$ cat src/rtl/id_operand_stage_pkg.sv
// Shared definitions for the decode/operand-fetch stage: widths, RV32I opcodes
// and the instruction field slicer.
package id_operand_stage_pkg;

  localparam int unsigned XLEN_DEF = 32;
  localparam int unsigned NREG_DEF = 32;
  localparam int unsigned REG_AW   = 5;
  localparam int unsigned ILEN     = 32;
  localparam int unsigned OPC_W    = 7;

  localparam logic [OPC_W-1:0] OPC_LUI    = 7'b0110111;
  localparam logic [OPC_W-1:0] OPC_AUIPC  = 7'b0010111;
  localparam logic [OPC_W-1:0] OPC_JAL    = 7'b1101111;
  localparam logic [OPC_W-1:0] OPC_JALR   = 7'b1100111;
  localparam logic [OPC_W-1:0] OPC_BRANCH = 7'b1100011;
  localparam logic [OPC_W-1:0] OPC_LOAD   = 7'b0000011;
  localparam logic [OPC_W-1:0] OPC_STORE  = 7'b0100011;
  localparam logic [OPC_W-1:0] OPC_OPIMM  = 7'b0010011;
  localparam logic [OPC_W-1:0] OPC_OP     = 7'b0110011;
  localparam logic [OPC_W-1:0] OPC_SYSTEM = 7'b1110011;

  typedef struct packed {
    logic [OPC_W-1:0]  opcode;
    logic [REG_AW-1:0] rd;
    logic [REG_AW-1:0] rs1;
    logic [REG_AW-1:0] rs2;
  } inst_fields_t;

  // Register-index and opcode fields share fixed positions across all RV32I formats.
  function automatic inst_fields_t f_fields(input logic [ILEN-1:0] inst);
    inst_fields_t f;
    f.opcode = inst[6:0];
    f.rd     = inst[11:7];
    f.rs1    = inst[19:15];
    f.rs2    = inst[24:20];
    return f;
  endfunction

endpackage

$ cat src/rtl/id_scoreboard.sv
// One busy bit per architectural register; x0 never busy. Set wins over any
// same-cycle clear of the same index.
module id_scoreboard
  import id_operand_stage_pkg::*;
#(
  parameter int unsigned NREG = NREG_DEF
) (
  input  logic              clk,
  input  logic              rst_n,
  input  logic              set_en_i,
  input  logic [REG_AW-1:0] set_idx_i,
  input  logic              clr_en_i,
  input  logic [REG_AW-1:0] clr_idx_i,
  input  logic              fl_en_i,
  input  logic [REG_AW-1:0] fl_idx_i,
  input  logic [REG_AW-1:0] chk_a_idx_i,
  input  logic [REG_AW-1:0] chk_b_idx_i,
  input  logic [REG_AW-1:0] chk_d_idx_i,
  output logic              busy_a_c,
  output logic              busy_b_c,
  output logic              busy_d_c
);

  logic [NREG-1:0] busy_q, busy_d;

  always_comb begin
    busy_d = busy_q;
    if (clr_en_i) busy_d[clr_idx_i] = 1'b0;
    if (fl_en_i)  busy_d[fl_idx_i]  = 1'b0;
    if (set_en_i) busy_d[set_idx_i] = 1'b1;
    busy_d[0] = 1'b0;
  end

  always_ff @(posedge clk or negedge rst_n) begin
    if (!rst_n) busy_q <= '0;
    else        busy_q <= busy_d;
  end

  // Registered state only: a same-cycle writeback is not bypassed.
  assign busy_a_c = busy_q[chk_a_idx_i];
  assign busy_b_c = busy_q[chk_b_idx_i];
  assign busy_d_c = busy_q[chk_d_idx_i];

endmodule

$ cat src/rtl/id_operand_stage.sv
// Decode/operand-fetch stage: drives RF read addresses, stalls on scoreboard
// hazards and registers instruction plus operands for EX.
module id_operand_stage
  import id_operand_stage_pkg::*;
#(
  parameter int unsigned XLEN = XLEN_DEF,
  parameter int unsigned NREG = NREG_DEF
) (
  input  logic              clk,
  input  logic              rst,
  input  logic              in_valid,
  output logic              in_ready,
  input  logic [XLEN-1:0]   in_pc,
  input  logic [ILEN-1:0]   in_inst,
  output logic [REG_AW-1:0] ra,
  output logic [REG_AW-1:0] rb,
  input  logic [XLEN-1:0]   ra_data,
  input  logic [XLEN-1:0]   rb_data,
  output logic              out_valid,
  input  logic              out_ready,
  output logic [XLEN-1:0]   out_pc,
  output logic [ILEN-1:0]   out_inst,
  output logic [XLEN-1:0]   out_rs1_val,
  output logic [XLEN-1:0]   out_rs2_val,
  output logic [REG_AW-1:0] out_rd,
  output logic              out_rd_wen,
  input  logic              wb_valid,
  input  logic [REG_AW-1:0] wb_rd,
  input  logic              flush
);

  inst_fields_t      fld_c;
  logic              uses_rs1_c, uses_rs2_c, writes_rd_c;
  logic              busy_a_c, busy_b_c, busy_d_c;
  logic              hazard_c, accept_c;

  logic              out_valid_q, out_valid_d;
  logic [XLEN-1:0]   out_pc_q, out_pc_d;
  logic [ILEN-1:0]   out_inst_q, out_inst_d;
  logic [XLEN-1:0]   out_rs1_q, out_rs1_d;
  logic [XLEN-1:0]   out_rs2_q, out_rs2_d;
  logic [REG_AW-1:0] out_rd_q, out_rd_d;
  logic              out_rd_wen_q, out_rd_wen_d;

  assign fld_c = f_fields(in_inst);
  assign ra    = fld_c.rs1;
  assign rb    = fld_c.rs2;

  always_comb begin
    uses_rs1_c  = 1'b1;
    uses_rs2_c  = 1'b0;
    writes_rd_c = 1'b1;
    if (fld_c.opcode == OPC_LUI || fld_c.opcode == OPC_AUIPC || fld_c.opcode == OPC_JAL)
      uses_rs1_c = 1'b0;
    if (fld_c.opcode == OPC_OP || fld_c.opcode == OPC_STORE || fld_c.opcode == OPC_BRANCH)
      uses_rs2_c = 1'b1;
    if (fld_c.opcode == OPC_STORE || fld_c.opcode == OPC_BRANCH || fld_c.rd == '0)
      writes_rd_c = 1'b0;
  end

  assign hazard_c = (uses_rs1_c & busy_a_c) | (uses_rs2_c & busy_b_c) | (writes_rd_c & busy_d_c);
  assign in_ready = rst & (~out_valid_q | out_ready) & ~hazard_c & ~flush;
  assign accept_c = in_valid & in_ready;

  // A squashed instruction's write will never retire, so release its busy bit.
  id_scoreboard #(.NREG(NREG)) u_scoreboard (
    .clk         (clk),
    .rst_n       (rst),
    .set_en_i    (accept_c & writes_rd_c),
    .set_idx_i   (fld_c.rd),
    .clr_en_i    (wb_valid),
    .clr_idx_i   (wb_rd),
    .fl_en_i     (flush & out_valid_q & out_rd_wen_q),
    .fl_idx_i    (out_rd_q),
    .chk_a_idx_i (fld_c.rs1),
    .chk_b_idx_i (fld_c.rs2),
    .chk_d_idx_i (fld_c.rd),
    .busy_a_c    (busy_a_c),
    .busy_b_c    (busy_b_c),
    .busy_d_c    (busy_d_c)
  );

  always_comb begin
    out_valid_d  = out_valid_q;
    out_pc_d     = out_pc_q;
    out_inst_d   = out_inst_q;
    out_rs1_d    = out_rs1_q;
    out_rs2_d    = out_rs2_q;
    out_rd_d     = out_rd_q;
    out_rd_wen_d = out_rd_wen_q;
    if (flush) begin
      out_valid_d = 1'b0;
    end else if (accept_c) begin
      out_valid_d  = 1'b1;
      out_pc_d     = in_pc;
      out_inst_d   = in_inst;
      out_rs1_d    = ra_data;
      out_rs2_d    = rb_data;
      out_rd_d     = fld_c.rd;
      out_rd_wen_d = writes_rd_c;
    end else if (out_ready) begin
      out_valid_d = 1'b0;
    end
  end

  always_ff @(posedge clk or negedge rst) begin
    if (!rst) begin
      out_valid_q  <= 1'b0;
      out_pc_q     <= '0;
      out_inst_q   <= '0;
      out_rs1_q    <= '0;
      out_rs2_q    <= '0;
      out_rd_q     <= '0;
      out_rd_wen_q <= 1'b0;
    end else begin
      out_valid_q  <= out_valid_d;
      out_pc_q     <= out_pc_d;
      out_inst_q   <= out_inst_d;
      out_rs1_q    <= out_rs1_d;
      out_rs2_q    <= out_rs2_d;
      out_rd_q     <= out_rd_d;
      out_rd_wen_q <= out_rd_wen_d;
    end
  end

  assign out_valid   = out_valid_q;
  assign out_pc      = out_pc_q;
  assign out_inst    = out_inst_q;
  assign out_rs1_val = out_rs1_q;
  assign out_rs2_val = out_rs2_q;
  assign out_rd      = out_rd_q;
  assign out_rd_wen  = out_rd_wen_q;

endmodule

$ cat config.mk
export PLATFORM = sky130hd
export DESIGN_NAME = id_operand_stage
export DESIGN_NICKNAME = d
export VERILOG_FILES = /design/src/rtl/id_operand_stage_pkg.sv /design/src/rtl/id_scoreboard.sv /design/src/rtl/id_operand_stage.sv
export SDC_FILE = /design/constraint.sdc
export NUM_CORES = 1
export LEC_CHECK = 0
export CAP_MARGIN = 0
export CORE_MARGIN = 2
export CORE_UTILIZATION = 45
export DETAILED_ROUTE_END_ITERATION = 6
export PLACE_DENSITY = 0.86
export SYNTH_ARGS = -nofsm -noshare
export SYNTH_HDL_FRONTEND = slang
export SYNTH_SLANG_ARGS = --single-unit
$ cat constraint.sdc
create_clock -name clk -period 3.8 [get_ports clk]
set_clock_uncertainty 0.15 [all_clocks]
set_input_delay 0.38 -clock clk [delete_from_list [all_inputs] [get_ports clk]]
set_output_delay 0.38 -clock clk [all_outputs]
set_load 0.005 [all_outputs]
==> out/metrics.cfg, run 1 <==
[run_status]
status=finished clean

[floorplan]
io_pins=285
die_w_um=133.8
start_util_pct=45.88
fp.dieH_um=133.8
dieArea_mm2=0.01790
core.rowCount=47
core_mm2=0.01652

[yosys]
ys.flop_type=dfrtp_1
synth_top_family_by_area=multiplexers
synth-simple-area-share_pct=6.618
synth_mux_area_share_pct=27.10
synth-compound-area-share_pct=8.797
ys_seq_area_share_pct=53.14
synth_top_area_share_pct=53.14
syn-cell-area_mm2=0.007581
syn-num-nets=690
yosys.cell_count.top_type=dfrtp_1
syn_avg_cell_area_um2=13.76
synthAdderAreaFrac_pct=0
synth_cell_types=45
synthTopCellsByArea=dfrtp_1 (53%), mux2_2 (20%), mux4_2 (4.8%)
synthArstFlopShare_pct=100.0
synth_cells=551
ys_ff_latch=161
synth_edf_count=0
synth-xor-area-share_pct=0
netlist.top_cell.by_area=dfrtp_1
yosys-top-cells-count=dfrtp_1 (161), mux2_2 (134), o221ai_1 (31)
yosysWarningCount=0

[timing]
min_period_ps=3513
fin_crit_sh_pct=92.44
final.setup.worst_slack_ps=287.1
slew_headroom_pct=38.38
rsz0062_at_grt=no
worstMarginPinSlew_ps=924.3
report.final.slew_viol_count=0
clock.fmax_ghz=0.2847
finalHoldViolCount=0
hold_slack_ps=229.5
setup_viol=0
tns_ps=0

[grt]
gr-total-overflow=0
grt_pass1_vias=6316
grt_pass1_wl_mm=33.87
antenna_found_initial=1
grt_use_total_pct=24.43
grt_max_degree=73

[placement]
gp_congestion=0.9290
dpl.hpwl_mm=15.37
pre_cts_ws_ps=257.2
io_buffer_count=284

[setup_path]
crit_fanout=22
cp.required_ps=3270
arrival_ps=2980
cp-start-kind=input port
path_class=input port to output pin
rr_worst_depth=8
setup.worst_path.end_class=output pin

[cells_and_area]
nets=961
drive_gt1_share_pct=25.51
area_delta_synth_final_pct=48.04
antenna_cells=0
fin_util_pct=67.92

[pwr]
p_leak_nw=4.565
p_clk_share_pct=30.7
p_comb_share_pct=28.4
power_mw=5.746
p_switching_mw=1.490
ir_drop_mv=0.3189
switching_share_pct=25.93
p_int_mw=4.256
p_per_area_mw_per_mm2=511.9
power.share.sequential_pct=40.8

[cts]
htree_levels=4
cts_tree=built
cts_setup_buffers=0
clkSinkCount=161
cts_made_buffers=17
worstSkewPairLatency_ps=420
clockBufferDepth=2
clockRootBuffer=clkbuf_16
cts.clk_slew.worst_paths_ps=60

[drt]
drt_iter0_markers=546
dr.pass1.iters=7
vias_per_cell=5.698
vias=6011
drcViolationCount=0
wire_per_inst_um=20.40
antenna_left=0
wl_mm=21.52

[hold_path]
min_path_type=input port to asynchronous set/reset pin

[run]
cap_violations=0

[sequential cells by signal (all words and copies together), names as in the netlist]
name                 count
out_inst                32
u_scoreboard.busy_q     31
out_rs2_val             32
out_valid                1
out_rs1_val             32
out_pc                  32
out_rd_wen               1
[stage by stage]
step                instances  instance area, um2
finish                   1055               11220
global route             1055               11220
CTS                      1055               11220
detailed placement       1022               10610
global placement         1022               10610
floorplan                 551                7581
[layer usage]
metal  share of wire [%]  vias up  global-route usage, %
li1                    -     2640                      -
met2                  50      378                  40.57
met1                  37     2934                  28.97
met5               0.060        -                      0
met4                 2.5        2                  9.456
met3                  11       57                  9.108
[logic make-up (layout without fill, tap and decap cells)]
kind of cell,count (synthesis),after routing
mux,168,168
flops,161,161
simple gates,85,85
compound gates,82,82
buf+inv,55,339
[worst max-delay path, cell delays in order]
cell and delay (ps):
clkdlybuf4s50_1 510, buf_12 180, mux4_2 520, a21boi_1 140
a32oi_1 80, o31ai_2 400, nand3_1 110, nor2_1 120
clkdlybuf4s50_1 520
[cells in the final DEF, fill, tap and decap left out, types with 3 or more instances in the layout]
cell / synthesis / final
nand3_1: 18 / 18
nor2b_1: 5 / 5
o41ai_1: 18 / 18
o22ai_1: 3 / 3
inv_1: 4 / 4
nor2_1: 13 / 13
clkinv_2: 0 / 4
clkdlybuf4s50_1: 0 / 283
clkbuf_16: 0 / 17
nand3b_1: 13 / 13
mux4_2: 16 / 16
mux2i_1: 17 / 17
or3_1: 4 / 4
clkinv_4: 0 / 4
o221ai_1: 31 / 31
nand4_1: 4 / 4
buf_4: 23 / 12
or3b_2: 5 / 5
dfrtp_1: 161 / 161
buf_12: 0 / 6
mux2_2: 134 / 134
nand2b_1: 4 / 4
o21ai_0: 13 / 13
inv_6: 0 / 3
nand2_1: 9 / 9
bufinv_16: 0 / 3
[area by class of cell]
| class | count | area [um2] |
|---|---|---|
| fillers | 1187 | 5301 |
| flip-flops and latches | 161 | 4029 |
| multi-input cells | 335 | 3232 |
| repair buffers | 303 | 3064 |
| clock buffers | 17 | 425.4 |
| well taps | 220 | 275.3 |
| clock inverters | 15 | 182.7 |
| inverters | 4 | 15.01 |
[what timing repair did]
| action | in CTS | in global routing |
|---|---|---|
| hold endpoints to repair | 25 | 0 |
| resized for setup | 0 | 0 |
| hold buffers | 1 | 0 |
[power by group through the flow]
stage               combinational, mW  sequential, mW  clock, mW
global route                     1.74            2.40       1.89
floorplan                       0.543            2.36          0
finish                           1.63            2.35       1.77
CTS                              1.65            2.35       1.81
global placement                 1.61            2.36          0
detailed placement               1.64            2.37          0
[final timing paths]
check | from | to | slack, ps
worst max-delay path | in_inst[7] | in_ready | 290
worst max register to register | u_scoreboard.busy_q[7] | out_rs2_val[19] | 980
worst min-delay path | rst | out_pc[24] | 230
worst min register to register | out_inst[21] | out_inst[21] | 350
max in group asynchronous | rst | out_inst[2] | 2060
min in group clk | out_inst[21] | out_inst[21] | 350
Note: power is estimated with default switching activity, not from simulation.
==> run 2, diff against run 1 <==
--- a/config.mk
+++ b/config.mk
@@ -7,9 +7,9 @@
 export LEC_CHECK = 0
 export CAP_MARGIN = 0
 export CORE_MARGIN = 2
-export CORE_UTILIZATION = 45
+export CORE_UTILIZATION = 35
 export DETAILED_ROUTE_END_ITERATION = 6
-export PLACE_DENSITY = 0.86
+export PLACE_DENSITY = 0.71
 export SYNTH_ARGS = -nofsm -noshare
 export SYNTH_HDL_FRONTEND = slang
 export SYNTH_SLANG_ARGS = --single-unit
==> out/metrics.cfg, run 2 (synthesis results as in run 1) <==
[drt]
antenna_left=0
drt_iter0_markers=482
vias_per_cell=5.378
wire_per_inst_um=19.50
dr.pass1.iters=5
drcViolationCount=0
vias=5970
wl_mm=21.65

[cts]
cts.clk_slew.worst_paths_ps=70
cts_made_buffers=17
clkSinkCount=161
clockBufferDepth=2
ctsHoldBuffers=1
clockRootBuffer=clkbuf_16
htree_levels=4
cts_tree=built
cts_setup_buffers=0
worstSkewPairLatency_ps=420
cts-resized-gates=0

[cells_and_area]
antenna_cells=0
regArea_mm2=0.004029
layout_common_cells=clkdlybuf4s50_1 (283), dfrtp_1 (161), mux2_2 (134)
nets=961
fin_area_mm2=0.01125
layout_commonest_cell=clkdlybuf4s50_1
nFillCells=1830
multi_input_area_mm2=0.003232
drive_gt1_share_pct=25.39
final_cells=1110
area_delta_synth_final_pct=48.34

[grt]
grt_pass1_vias=6134
gr-total-overflow=0
antenna_found_initial=0
grt_pass1_wl_mm=33.44
grt_use_total_pct=18.95
grt_max_degree=71

[pwr]
p_leak_nw=4.532
ir_drop_mv=0.3142
p_per_area_mw_per_mm2=498.3

[setup_path]
rr_worst_depth=8
setup.worst_path.end_class=output pin
slowest_stage=mux4_2
reg2reg_from=u_scoreboard.busy_q[25]
regToRegSetupSlack_ps=960
critPathMaxStageDelay_ps=520
setup.worst_path.start=in_inst[7]
path_class=input port to output pin
cp-start-kind=input port
critPathTopFamily=buffers and inverters
cp.required_ps=3270
cp_num_cells=9
r2r-end=u_scoreboard.busy_q[26]
cp_common_cell=clkdlybuf4s50_1
crit_buf_inv=3
path_cells=clkdlybuf4s50_1, buf_12, mux4_2, nand3b_1, a32oi_1, o31ai_2, nand3_1, nor2_1, clkdlybuf4s50_1
arrival_ps=2990
crit_fanout=22

[timing]
fin_crit_sh_pct=92.68
report.final.slew_viol_count=0
slew_headroom_pct=48.54
worstMarginPinSlew_ps=772.0
setup_viol=0
finalHoldViolCount=0
rsz0062_at_grt=no
clock.fmax_ghz=0.2839
tns_ps=0
min_period_ps=3522

[floorplan]
die_w_um=151.2
io_pins=285
core.rowCount=53
start_util_pct=35.84
fp.dieH_um=151.2
dieArea_mm2=0.02285
core_mm2=0.02115

[placement]
placed_cell_area_mm2=0.01067
io_buffer_count=284
dpl.hpwl_mm=15.51
gp_congestion=0.9062
place_inst=1077

[run]
cap_violations=0

[hold_path]
min_path_type=input port to asynchronous set/reset pin

[run_status]
status=finished clean

-- run 2: changes by cell type in the layout (fill, tap and decap cells not counted), sizes merged --
cell      delta
bufinv       -3
clkinvlp     +2
clkinv       -4
clkbuf       +2
inv          +3
-- run 2: how the worst max path moves through the flow --
stage                             end  slack [ps]
after detailed placement     in_ready         290
final                        in_ready         280
after floorplan           out_inst[0]        1130
after CTS                    in_ready         280
after global placement     out_rd_wen         290
after global routing         in_ready         100
-- run 2: per-stage QoR --
step / utilization (%) / worst slack (ps) / power, mW / hold slack, ps
2_1_floorplan: - / 1126 / 2.901 / -65.59
3_3_place_gp: 50.46 / 290.2 / 3.971 / 193.2
3_5_place_dp: 50.46 / 290.0 / 4.004 / 201.7
4_1_cts: 53.16 / 279.1 / 5.685 / 322.3
5_1_grt: 53.16 / 98.72 / 5.904 / 334.5
6_report: 53.16 / 278.1 / 5.604 / 298.3
-- run 2: per-layer routing --
| metal | share of wire [%] | track usage, % | up-vias | wire length [um] |
|---|---|---|---|---|
| li1 | - | - | 2648 | - |
| met1 | 39 | 23.59 | 2931 | 8480 |
| met2 | 47 | 29.98 | 359 | 10230 |
| met3 | 12 | 8.434 | 32 | 2613 |
| met4 | 1.5 | 5.327 | 0 | 325 |
| met5 | 0 | 0 | - | 0 |
-- run 2: cell type report --
cell class	count	area share [%]
Sequential cell	161	35.83
Tap cell	275	3.060
Inverter	4	0.1335
Timing Repair Buffer	303	27.25
Multi-Input combinational cell	335	28.74
Clock inverter	13	1.057
Clock buffer	19	3.939
-- run 2: power by group --
| part | switching (mW) | internal, mW | total [mW] |
|---|---|---|---|
| Clock | 0.763 | 0.880 | 1.64 |
| Combinational | 0.506 | 1.11 | 1.62 |
| Sequential | 0.246 | 2.10 | 2.34 |
| Total | 1.51 | 4.09 | 5.60 |
